## src/rtl/rc4_pkg.sv

```systemverilog
// Shared types and default widths for the RC4 key-scheduling engine.
package rc4_pkg;

  localparam int RC4_DATA_W = 8;
  localparam int RC4_ADDR_W = 8;

  typedef enum logic [3:0] {
    IDLE,
    FILL,
    RD_I,
    WAIT_I,
    RD_J,
    WAIT_J,
    WR_I,
    WR_J,
    FINISH
  } rc4_state_t;

endpackage

```

## src/rtl/rc4_ksa_engine_if.sv

```systemverilog
// Request/status and S-box RAM port bundle for rc4_ksa_engine, plus FSM debug taps.
interface rc4_ksa_engine_if
  import rc4_pkg::*;
#(
  parameter int DATA_W        = RC4_DATA_W,
  parameter int ADDR_W        = RC4_ADDR_W,
  parameter int MAX_KEY_BYTES = 3
);

  localparam int KLEN_W = $clog2(MAX_KEY_BYTES + 1);

  // start is a single-cycle request honoured only while the engine is idle;
  // key/key_len are sampled with it. busy covers the run, done pulses once at
  // the end. There is no backpressure: the RAM answers RAM_RD_LAT cycles after
  // the address is presented and accepts a write in the ram_we cycle.
  logic                            start;
  logic [DATA_W*MAX_KEY_BYTES-1:0] key;
  logic [KLEN_W-1:0]               key_len;
  logic [DATA_W-1:0]               ram_rdata;
  logic [ADDR_W-1:0]               ram_addr;
  logic [DATA_W-1:0]               ram_wdata;
  logic                            ram_we;
  logic                            busy;
  logic                            done;
  rc4_state_t                      dbg_state;
  logic [ADDR_W-1:0]               dbg_i;

  modport master (
    output start, key, key_len, ram_rdata,
    input  ram_addr, ram_wdata, ram_we, busy, done, dbg_state, dbg_i
  );

  modport slave (
    input  start, key, key_len, ram_rdata,
    output ram_addr, ram_wdata, ram_we, busy, done, dbg_state, dbg_i
  );

endinterface

```

## src/rtl/rc4_key_sel.sv

```systemverilog
// Latched key, wrapping key-byte index k and the currently selected key byte.
module rc4_key_sel #(
  parameter int DATA_W        = 8,
  parameter int MAX_KEY_BYTES = 3,
  parameter int KLEN_W        = $clog2(MAX_KEY_BYTES + 1)
) (
  input  logic                            clk,
  input  logic                            reset,
  input  logic                            i_load,
  input  logic [DATA_W*MAX_KEY_BYTES-1:0] i_key,
  input  logic [KLEN_W-1:0]               i_key_len,
  input  logic                            i_advance,
  output logic [DATA_W-1:0]               o_key_byte
);

  logic [DATA_W*MAX_KEY_BYTES-1:0] r_key;
  logic [KLEN_W-1:0]               r_len;
  logic [KLEN_W-1:0]               r_k;
  logic [DATA_W-1:0]               w_key_byte;

  always_ff @(posedge clk) begin
    if (reset) begin
      r_key <= '0;
      r_len <= '0;
      r_k   <= '0;
    end else if (i_load) begin
      r_key <= i_key;
      // Zero or oversize lengths fall back to the full key width.
      if (i_key_len == '0 || i_key_len > KLEN_W'(MAX_KEY_BYTES))
        r_len <= KLEN_W'(MAX_KEY_BYTES);
      else
        r_len <= i_key_len;
      r_k <= '0;
    end else if (i_advance) begin
      if (r_k == r_len - KLEN_W'(1))
        r_k <= '0;
      else
        r_k <= r_k + KLEN_W'(1);
    end
  end

  // Byte 0 sits in the most significant lane of the key word.
  always_comb begin
    w_key_byte = '0;
    for (int b = 0; b < MAX_KEY_BYTES; b++) begin
      if (r_k == KLEN_W'(b))
        w_key_byte = r_key[DATA_W*(MAX_KEY_BYTES-1-b) +: DATA_W];
    end
  end

  assign o_key_byte = w_key_byte;

endmodule

```

## src/rtl/rc4_ksa_engine.sv

```systemverilog
// RC4 key-scheduling engine driving an external S-box RAM with configurable read latency.
// Define RC4_KSA_INIT_EN to add the identity FILL pass before shuffling.
module rc4_ksa_engine
  import rc4_pkg::*;
#(
  parameter int DATA_W        = RC4_DATA_W,
  parameter int ADDR_W        = RC4_ADDR_W,
  parameter int MAX_KEY_BYTES = 3,
  parameter int RAM_RD_LAT    = 1
) (
  input  logic               clk,
  input  logic               reset,
  rc4_ksa_engine_if.slave    bus
);

  localparam int                KLEN_W    = $clog2(MAX_KEY_BYTES + 1);
  localparam int                WAIT_W    = 3;
  localparam logic [ADDR_W-1:0] LAST_ADDR = '1;
  localparam logic [WAIT_W-1:0] WAIT_END  = WAIT_W'(RAM_RD_LAT - 1);

  rc4_state_t        r_state;
  logic [ADDR_W-1:0] r_i;
  logic [ADDR_W-1:0] r_j;
  logic [DATA_W-1:0] r_si;
  logic [WAIT_W-1:0] r_wait;
  logic [ADDR_W-1:0] r_ram_addr;
  logic [DATA_W-1:0] r_ram_wdata;
  logic              r_ram_we;
  logic              r_busy;
  logic              r_done;

  logic              w_load;
  logic              w_advance;
  logic [DATA_W-1:0] w_key_byte;
  logic [ADDR_W-1:0] w_j_next;

  assign w_load    = (r_state == IDLE) && bus.start;
  assign w_advance = (r_state == WR_J);
  assign w_j_next  = r_j + ADDR_W'(bus.ram_rdata) + ADDR_W'(w_key_byte);

  rc4_key_sel #(
    .DATA_W        (DATA_W),
    .MAX_KEY_BYTES (MAX_KEY_BYTES),
    .KLEN_W        (KLEN_W)
  ) u_key_sel (
    .clk        (clk),
    .reset      (reset),
    .i_load     (w_load),
    .i_key      (bus.key),
    .i_key_len  (bus.key_len),
    .i_advance  (w_advance),
    .o_key_byte (w_key_byte)
  );

  // RAM controls are registered: each transition sets them up for the state being entered.
  // s[j] is carried in r_ram_wdata from its capture until the WR_I write.
  always_ff @(posedge clk) begin
    if (reset) begin
      r_state     <= IDLE;
      r_i         <= '0;
      r_j         <= '0;
      r_si        <= '0;
      r_wait      <= '0;
      r_ram_addr  <= '0;
      r_ram_wdata <= '0;
      r_ram_we    <= 1'b0;
      r_busy      <= 1'b0;
      r_done      <= 1'b0;
    end else begin
      r_ram_we <= 1'b0;
      r_done   <= 1'b0;
      case (r_state)
        IDLE: begin
          r_ram_addr <= '0;
          if (bus.start) begin
            r_i    <= '0;
            r_j    <= '0;
            r_busy <= 1'b1;
`ifdef RC4_KSA_INIT_EN
            r_state     <= FILL;
            r_ram_wdata <= '0;
            r_ram_we    <= 1'b1;
`else
            r_state <= RD_I;
`endif
          end
        end
`ifdef RC4_KSA_INIT_EN
        FILL: begin
          if (r_i == LAST_ADDR) begin
            r_i        <= '0;
            r_ram_addr <= '0;
            r_state    <= RD_I;
          end else begin
            r_i         <= r_i + ADDR_W'(1);
            r_ram_addr  <= r_i + ADDR_W'(1);
            r_ram_wdata <= DATA_W'(r_i + ADDR_W'(1));
            r_ram_we    <= 1'b1;
          end
        end
`endif
        RD_I: begin
          r_wait  <= '0;
          r_state <= WAIT_I;
        end
        WAIT_I: begin
          if (r_wait == WAIT_END) begin
            r_si       <= bus.ram_rdata;
            r_j        <= w_j_next;
            r_ram_addr <= w_j_next;
            r_state    <= RD_J;
          end else begin
            r_wait <= r_wait + WAIT_W'(1);
          end
        end
        RD_J: begin
          r_wait  <= '0;
          r_state <= WAIT_J;
        end
        WAIT_J: begin
          if (r_wait == WAIT_END) begin
            r_ram_addr  <= r_i;
            r_ram_wdata <= bus.ram_rdata;
            r_ram_we    <= 1'b1;
            r_state     <= WR_I;
          end else begin
            r_wait <= r_wait + WAIT_W'(1);
          end
        end
        WR_I: begin
          r_ram_addr  <= r_j;
          r_ram_wdata <= r_si;
          r_ram_we    <= 1'b1;
          r_state     <= WR_J;
        end
        WR_J: begin
          if (r_i == LAST_ADDR) begin
            r_ram_addr <= '0;
            r_busy     <= 1'b0;
            r_done     <= 1'b1;
            r_state    <= FINISH;
          end else begin
            r_i        <= r_i + ADDR_W'(1);
            r_ram_addr <= r_i + ADDR_W'(1);
            r_state    <= RD_I;
          end
        end
        FINISH: begin
          r_ram_addr <= '0;
          r_state    <= IDLE;
        end
        default: begin
          r_ram_addr <= '0;
          r_busy     <= 1'b0;
          r_state    <= IDLE;
        end
      endcase
    end
  end

  assign bus.ram_addr  = r_ram_addr;
  assign bus.ram_wdata = r_ram_wdata;
  assign bus.ram_we    = r_ram_we;
  assign bus.busy      = r_busy;
  assign bus.done      = r_done;
  assign bus.dbg_state = r_state;
  assign bus.dbg_i     = r_i;

endmodule

```

## src/flat_wrapper.sv

```systemverilog
// flat-port wrapper written by rule: the top's interface ports become plain ports
module rc4_ksa_engine_flat import rc4_pkg::*;
#(
  parameter int DATA_W        = RC4_DATA_W,
  parameter int ADDR_W        = RC4_ADDR_W,
  parameter int MAX_KEY_BYTES = 3,
  parameter int RAM_RD_LAT    = 1
)
  (clk, reset, bus_start, bus_key, bus_key_len, bus_ram_rdata, bus_ram_addr, bus_ram_wdata, bus_ram_we, bus_busy, bus_done, bus_dbg_state, bus_dbg_i);
  rc4_ksa_engine_if #(.DATA_W(DATA_W), .ADDR_W(ADDR_W), .MAX_KEY_BYTES(MAX_KEY_BYTES)) bus_i ();
  input  logic clk;
  input  logic reset;
  input wire logic [$bits(bus_i.start)-1:0] bus_start;
  input wire logic [$bits(bus_i.key)-1:0] bus_key;
  input wire logic [$bits(bus_i.key_len)-1:0] bus_key_len;
  input wire logic [$bits(bus_i.ram_rdata)-1:0] bus_ram_rdata;
  output wire logic [$bits(bus_i.ram_addr)-1:0] bus_ram_addr;
  output wire logic [$bits(bus_i.ram_wdata)-1:0] bus_ram_wdata;
  output wire logic [$bits(bus_i.ram_we)-1:0] bus_ram_we;
  output wire logic [$bits(bus_i.busy)-1:0] bus_busy;
  output wire logic [$bits(bus_i.done)-1:0] bus_done;
  output wire logic [$bits(bus_i.dbg_state)-1:0] bus_dbg_state;
  output wire logic [$bits(bus_i.dbg_i)-1:0] bus_dbg_i;
  assign bus_i.start = bus_start;
  assign bus_i.key = bus_key;
  assign bus_i.key_len = bus_key_len;
  assign bus_i.ram_rdata = bus_ram_rdata;
  assign bus_ram_addr = bus_i.ram_addr;
  assign bus_ram_wdata = bus_i.ram_wdata;
  assign bus_ram_we = bus_i.ram_we;
  assign bus_busy = bus_i.busy;
  assign bus_done = bus_i.done;
  assign bus_dbg_state = bus_i.dbg_state;
  assign bus_dbg_i = bus_i.dbg_i;
  rc4_ksa_engine #(.DATA_W(DATA_W), .ADDR_W(ADDR_W), .MAX_KEY_BYTES(MAX_KEY_BYTES), .RAM_RD_LAT(RAM_RD_LAT)) u_core (.clk(clk), .reset(reset), .bus(bus_i));
endmodule
```

## config.mk

```make
export PLATFORM = sky130hd
export DESIGN_NAME = rc4_ksa_engine_flat
export DESIGN_NICKNAME = d
export VERILOG_FILES = /design/src/rtl/rc4_pkg.sv /design/src/rtl/rc4_ksa_engine_if.sv /design/src/rtl/rc4_key_sel.sv /design/src/rtl/rc4_ksa_engine.sv /design/src/flat_wrapper.sv
export SDC_FILE = /design/constraint.sdc
export NUM_CORES = 1
export LEC_CHECK = 0
export BUFFER_PORTS_ARGS = -buffer_cell sky130_fd_sc_hd__buf_2
export CORE_MARGIN = 2
export CORE_UTILIZATION = 50
export CTS_CLUSTER_SIZE = 30
export DETAILED_ROUTE_END_ITERATION = 6
export PLACE_DENSITY = 0.78
export SLEW_MARGIN = 10
export SYNTH_ARGS = -nofsm -noshare
export SYNTH_HDL_FRONTEND = slang
export SYNTH_SLANG_ARGS = --single-unit
```

## constraint.sdc

```tcl
create_clock -name clk -period 4.5 [get_ports clk]
set_clock_uncertainty 0.05 [all_clocks]
set_input_delay 0.9 -clock clk [delete_from_list [all_inputs] [get_ports clk]]
set_output_delay 0.9 -clock clk [all_outputs]
set_load 0.02 [all_outputs]
```

==> flow_results.xml <==
<?xml version="1.0" encoding="UTF-8"?>
<metrics>
  <group name="timing">
    <metric name="hold_ws" unit="ns">0.411</metric>
    <metric name="maxSlewViolCount" unit="">0</metric>
    <metric name="setup_viol_count_final" unit="">0</metric>
    <metric name="post-route-min-period" unit="ns">3.53</metric>
    <metric name="achievable_frequency" unit="MHz">283</metric>
    <metric name="slew-limit-headroom" unit="%">20.6</metric>
    <metric name="rsz_0062_raised_after_global_routing" unit="">false</metric>
    <metric name="final-hold-violation-count" unit="">0</metric>
    <metric name="fin_setup_tns" unit="ns">0</metric>
    <metric name="timing.final.ws_setup" unit="ns">0.966</metric>
    <metric name="transition_time_at_the_pin_with_the_least_slew_margin" unit="ns">1.18</metric>
    <metric name="final.period_utilization" unit="%">78.5</metric>
  </group>
  <group name="run_status">
    <metric name="run_status" unit="">finished, final reports clean</metric>
  </group>
  <group name="clock_tree">
    <metric name="tritoncts_clock_tree" unit="">done</metric>
    <metric name="count_of_hold_fix_buffers_inserted_at_cts" unit="">0</metric>
    <metric name="htreeDepth" unit="">3</metric>
    <metric name="insertion_delay" unit="ns">0.37</metric>
    <metric name="cts.path.max_buffers" unit="">2</metric>
    <metric name="ctsRootBufferMaster" unit="">sky130_fd_sc_hd__clkbuf_8</metric>
    <metric name="post_cts_resize_count" unit="">0</metric>
    <metric name="cts_inserted_buffers" unit="">9</metric>
    <metric name="cts.sinks" unit="">78</metric>
    <metric name="cts.reportedPaths.clkPinSlew" unit="ns">0.08</metric>
    <metric name="postCtsSetupBuffers" unit="">0</metric>
  </group>
  <group name="synth">
    <metric name="edff_count_synth" unit="">0</metric>
    <metric name="yosys-top-cells-area" unit="">sky130_fd_sc_hd__dfxtp_1 (37%), sky130_fd_sc_hd__a21oi_1 (9.4%), sky130_fd_sc_hd__nand2_1 (7.1%)</metric>
    <metric name="ys.warnings.count" unit="">0</metric>
    <metric name="synth-main-ff-cell" unit="">sky130_fd_sc_hd__dfxtp_1</metric>
    <metric name="synth_seq_area_share" unit="%">36.7</metric>
    <metric name="postSynthRegisterBits" unit="">78</metric>
    <metric name="postSynthNetCount" unit="">597</metric>
    <metric name="synthesis.instances" unit="">540</metric>
    <metric name="yosys.area.top_type_share" unit="%">36.7</metric>
    <metric name="mean_syn_cell_area" unit="um2">7.88</metric>
    <metric name="async_flop_share" unit="%">0</metric>
    <metric name="synth.lib_cells_used.distinct" unit="">63</metric>
    <metric name="post_synth_instance_area" unit="um2">4260</metric>
    <metric name="synth_largest_area_cell" unit="">sky130_fd_sc_hd__dfxtp_1</metric>
  </group>
  <group name="critical_path">
    <metric name="cp_slowest_stage_delay" unit="ns">0.45</metric>
    <metric name="worst_path_max_delay_cell" unit="">sky130_fd_sc_hd__ha_1</metric>
    <metric name="timing.critical_path.fanout_max" unit="">16</metric>
    <metric name="setup.worst_path.start_class" unit="">flop</metric>
    <metric name="timing.critical_path.max_delay_family" unit="">adder cells</metric>
    <metric name="worstSetupEndpointType" unit="">flop</metric>
    <metric name="worst-r2r-setup-slack" unit="ns">0.97</metric>
    <metric name="cp_cell_sequence" unit="">inv_1, ha_1, nor2_1, a21oi_1, nor2_1, a21oi_1, fa_1, inv_1, ha_1, inv_1, fa_1, nor2b_1, o31a_1, o22ai_1, xnor2_1, nand2_1, o31ai_1</metric>
    <metric name="worst-setup-path-type" unit="">flop to flop</metric>
    <metric name="required" unit="ns">4.74</metric>
    <metric name="critical_path.n_buffers_inverters" unit="">3</metric>
    <metric name="critical_path.startpoint" unit="">u_core.u_key_sel.r_k[1]</metric>
    <metric name="crit_top_cell" unit="">sky130_fd_sc_hd__inv_1</metric>
    <metric name="arrival" unit="ns">3.77</metric>
    <metric name="timing.rr.start" unit="">u_core.u_key_sel.r_k[1]</metric>
  </group>
  <group name="global_routing">
    <metric name="grt_first_pass_wirelength" unit="mm">16.6</metric>
    <metric name="number_of_antenna_violations_at_the_first_check_in_global_routing" unit="">0</metric>
    <metric name="number_of_global_route_vias_before_repair" unit="">3526</metric>
    <metric name="grt_start_max_net_pins" unit="">50</metric>
    <metric name="track_usage" unit="%">23.1</metric>
    <metric name="grt_overflow" unit="">0</metric>
  </group>
  <group name="hold_path">
    <metric name="timing.hold.worst.class" unit="">flop to flop</metric>
    <metric name="hold_path.startpoint" unit="">u_core.u_key_sel.r_key[11]</metric>
  </group>
  <group name="routing">
    <metric name="route.final.wire_length" unit="mm">10.2</metric>
    <metric name="detail_route.wl_per_cell" unit="um">14.6</metric>
    <metric name="drt-vias-per-instance" unit="">5.57</metric>
    <metric name="first_pass_iters" unit="">7</metric>
    <metric name="vias" unit="">3909</metric>
    <metric name="remaining_drc_errors" unit="">0</metric>
    <metric name="drtIter0Drc" unit="">263</metric>
    <metric name="routed_antenna_nets" unit="">0</metric>
  </group>
  <group name="power_and_ir_drop">
    <metric name="worst_voltage_drop_across_the_vdd_grid" unit="mV">0.196</metric>
    <metric name="p_leak" unit="nW">2.02</metric>
    <metric name="p_per_area" unit="nW/um2">320</metric>
  </group>
  <group name="placement">
    <metric name="pre_cts_ws" unit="ns">1.00</metric>
    <metric name="post_detailed_placement_half_perimeter_wirelength" unit="mm">7.51</metric>
    <metric name="portBuffers" unit="">67</metric>
    <metric name="placed_cells_incl_taps" unit="">686</metric>
    <metric name="gp_routability_congestion" unit="">0.900</metric>
  </group>
  <group name="floorplanning">
    <metric name="die_h" unit="um">96.3</metric>
    <metric name="row_count" unit="">33</metric>
    <metric name="die_area" unit="um2">9270</metric>
    <metric name="die_w" unit="um">96.3</metric>
    <metric name="floorplan.core_area" unit="um2">8220</metric>
    <metric name="start_util" unit="%">51.8</metric>
    <metric name="ioPinCount" unit="">68</metric>
  </group>
  <group name="cells_and_area">
    <metric name="antennaDiodeCount" unit="">0</metric>
    <metric name="filler_cell_count" unit="">749</metric>
    <metric name="area_growth" unit="%">12.5</metric>
    <metric name="finish.net_count" unit="">649</metric>
    <metric name="count_of_placed_standard_cells_in_the_final_layout_fillers_left_out" unit="">702</metric>
    <metric name="fraction_of_final_layout_cells_with_drive_strength_greater_than_1" unit="%">18.4</metric>
  </group>
  <group name="run">
    <metric name="drv.max_cap_violation_count" unit="">0</metric>
  </group>
</metrics>
## per-layer routing
layer	global-route usage, %	share of wire, %	up-vias
li1	-	-	1935
met1	29.7	44	1822
met2	38.6	49	136
met3	3.68	5.5	16
met4	9.05	1.8	0
met5	0	0	-
## metrics by stage
step / area (um2) / util [%] / power [mW]
after floorplan: 4260 / - / 0.947
after global placement: 4590 / 55.9 / 1.00
after detailed placement: 4590 / 55.9 / 1.01
after CTS: 4790 / 58.3 / 1.54
after global routing: 4790 / 58.3 / 1.60
final: 4790 / 58.3 / 1.53
## registers in the layout, summed over array words and instances (netlist names)
name                    flops
u_core.bus.dbg_i            8
u_core.bus.dbg_state        4
u_core.u_key_sel.r_key     24
u_core.bus.done             1
u_core.r_si                 8
u_core.bus.ram_addr         8
u_core.bus.ram_we           1
u_core.bus.busy             1
u_core.bus.ram_wdata        8
u_core.u_key_sel.r_k        2
u_core.r_j                  8
u_core.u_key_sel.r_len      2
u_core.r_wait               3
## Yosys cell counts (all sizes together), types with 5 or more instances
| library cell | count |
|---|---|
| nor2 | 84 |
| dfxtp | 78 |
| ha | 12 |
| nor2b | 6 |
| clkbuf | 17 |
| a211oi | 5 |
| xnor2 | 9 |
| mux2i | 11 |
| nor3 | 16 |
| o21ai | 14 |
| fa | 8 |
| nand3 | 7 |
| inv | 34 |
| nand3b | 6 |
| buf | 11 |
| nand2 | 81 |
| a21oi | 81 |
## worst register-to-register path: stages (launching register included)
cell and delay (ns):
sky130_fd_sc_hd__dfxtp_1 0.39, sky130_fd_sc_hd__inv_1 0.11, sky130_fd_sc_hd__ha_1 0.45, sky130_fd_sc_hd__nor2_1 0.10
sky130_fd_sc_hd__a21oi_1 0.13, sky130_fd_sc_hd__nor2_1 0.05, sky130_fd_sc_hd__a21oi_1 0.17, sky130_fd_sc_hd__fa_1 0.43
sky130_fd_sc_hd__inv_1 0.07, sky130_fd_sc_hd__ha_1 0.16, sky130_fd_sc_hd__inv_1 0.05, sky130_fd_sc_hd__fa_1 0.39
sky130_fd_sc_hd__nor2b_1 0.16, sky130_fd_sc_hd__o31a_1 0.16, sky130_fd_sc_hd__o22ai_1 0.10, sky130_fd_sc_hd__xnor2_1 0.15
sky130_fd_sc_hd__nand2_1 0.11, sky130_fd_sc_hd__o31ai_1 0.23
## cell usage in the layout (no fill, tap or decap), types with 6 or more instances in the layout
cell type and count:
sky130_fd_sc_hd__nor3_1 12, sky130_fd_sc_hd__fa_1 8, sky130_fd_sc_hd__nand3b_1 6, sky130_fd_sc_hd__dfxtp_1 78
sky130_fd_sc_hd__buf_2 67, sky130_fd_sc_hd__clkbuf_8 9, sky130_fd_sc_hd__nand3_1 6, sky130_fd_sc_hd__mux2i_1 11
sky130_fd_sc_hd__o21ai_0 12, sky130_fd_sc_hd__xnor2_1 9, sky130_fd_sc_hd__a21oi_1 80, sky130_fd_sc_hd__nand2_1 81
sky130_fd_sc_hd__nor2_1 80, sky130_fd_sc_hd__ha_1 12, sky130_fd_sc_hd__inv_1 33
## logic make-up (layout without fill, tap and decap cells)
family          Yosys count  after routing  synth area share, %
flops                    78             78                 36.7
compound gates          135            135                 19.1
mux                      11             11                 2.59
buf+inv                  62            119                 6.44
xor+xnor                 13             13                 2.67
fa+ha+maj                20             20                 7.29
simple gates            221            221                 25.2
## final cells by class
class,instances,area [um2],share of cell area [%]
sequential,78,1560,32.6
timing repair buffer,69,350,7.31
clock buffer,9,124,2.59
clock inverter,7,73.8,1.54
tap,105,131,2.74
multi-input combinational,400,2420,50.6
inverter,34,128,2.66
## final timing paths
path,endpoint,cells after the start
max,u_core.r_j[7],17
min,u_core.u_key_sel.r_key[11],2
max reg2reg,u_core.r_j[7],17
min reg2reg,u_core.u_key_sel.r_key[11],2
## where the power goes
part	leakage [nW]	switching (mW)	internal (mW)
logic	1.29	0.154	0.0941
registers	0.633	0.0307	0.717
clock network	0.0996	0.278	0.258
Power figures use the tool's default switching activity.
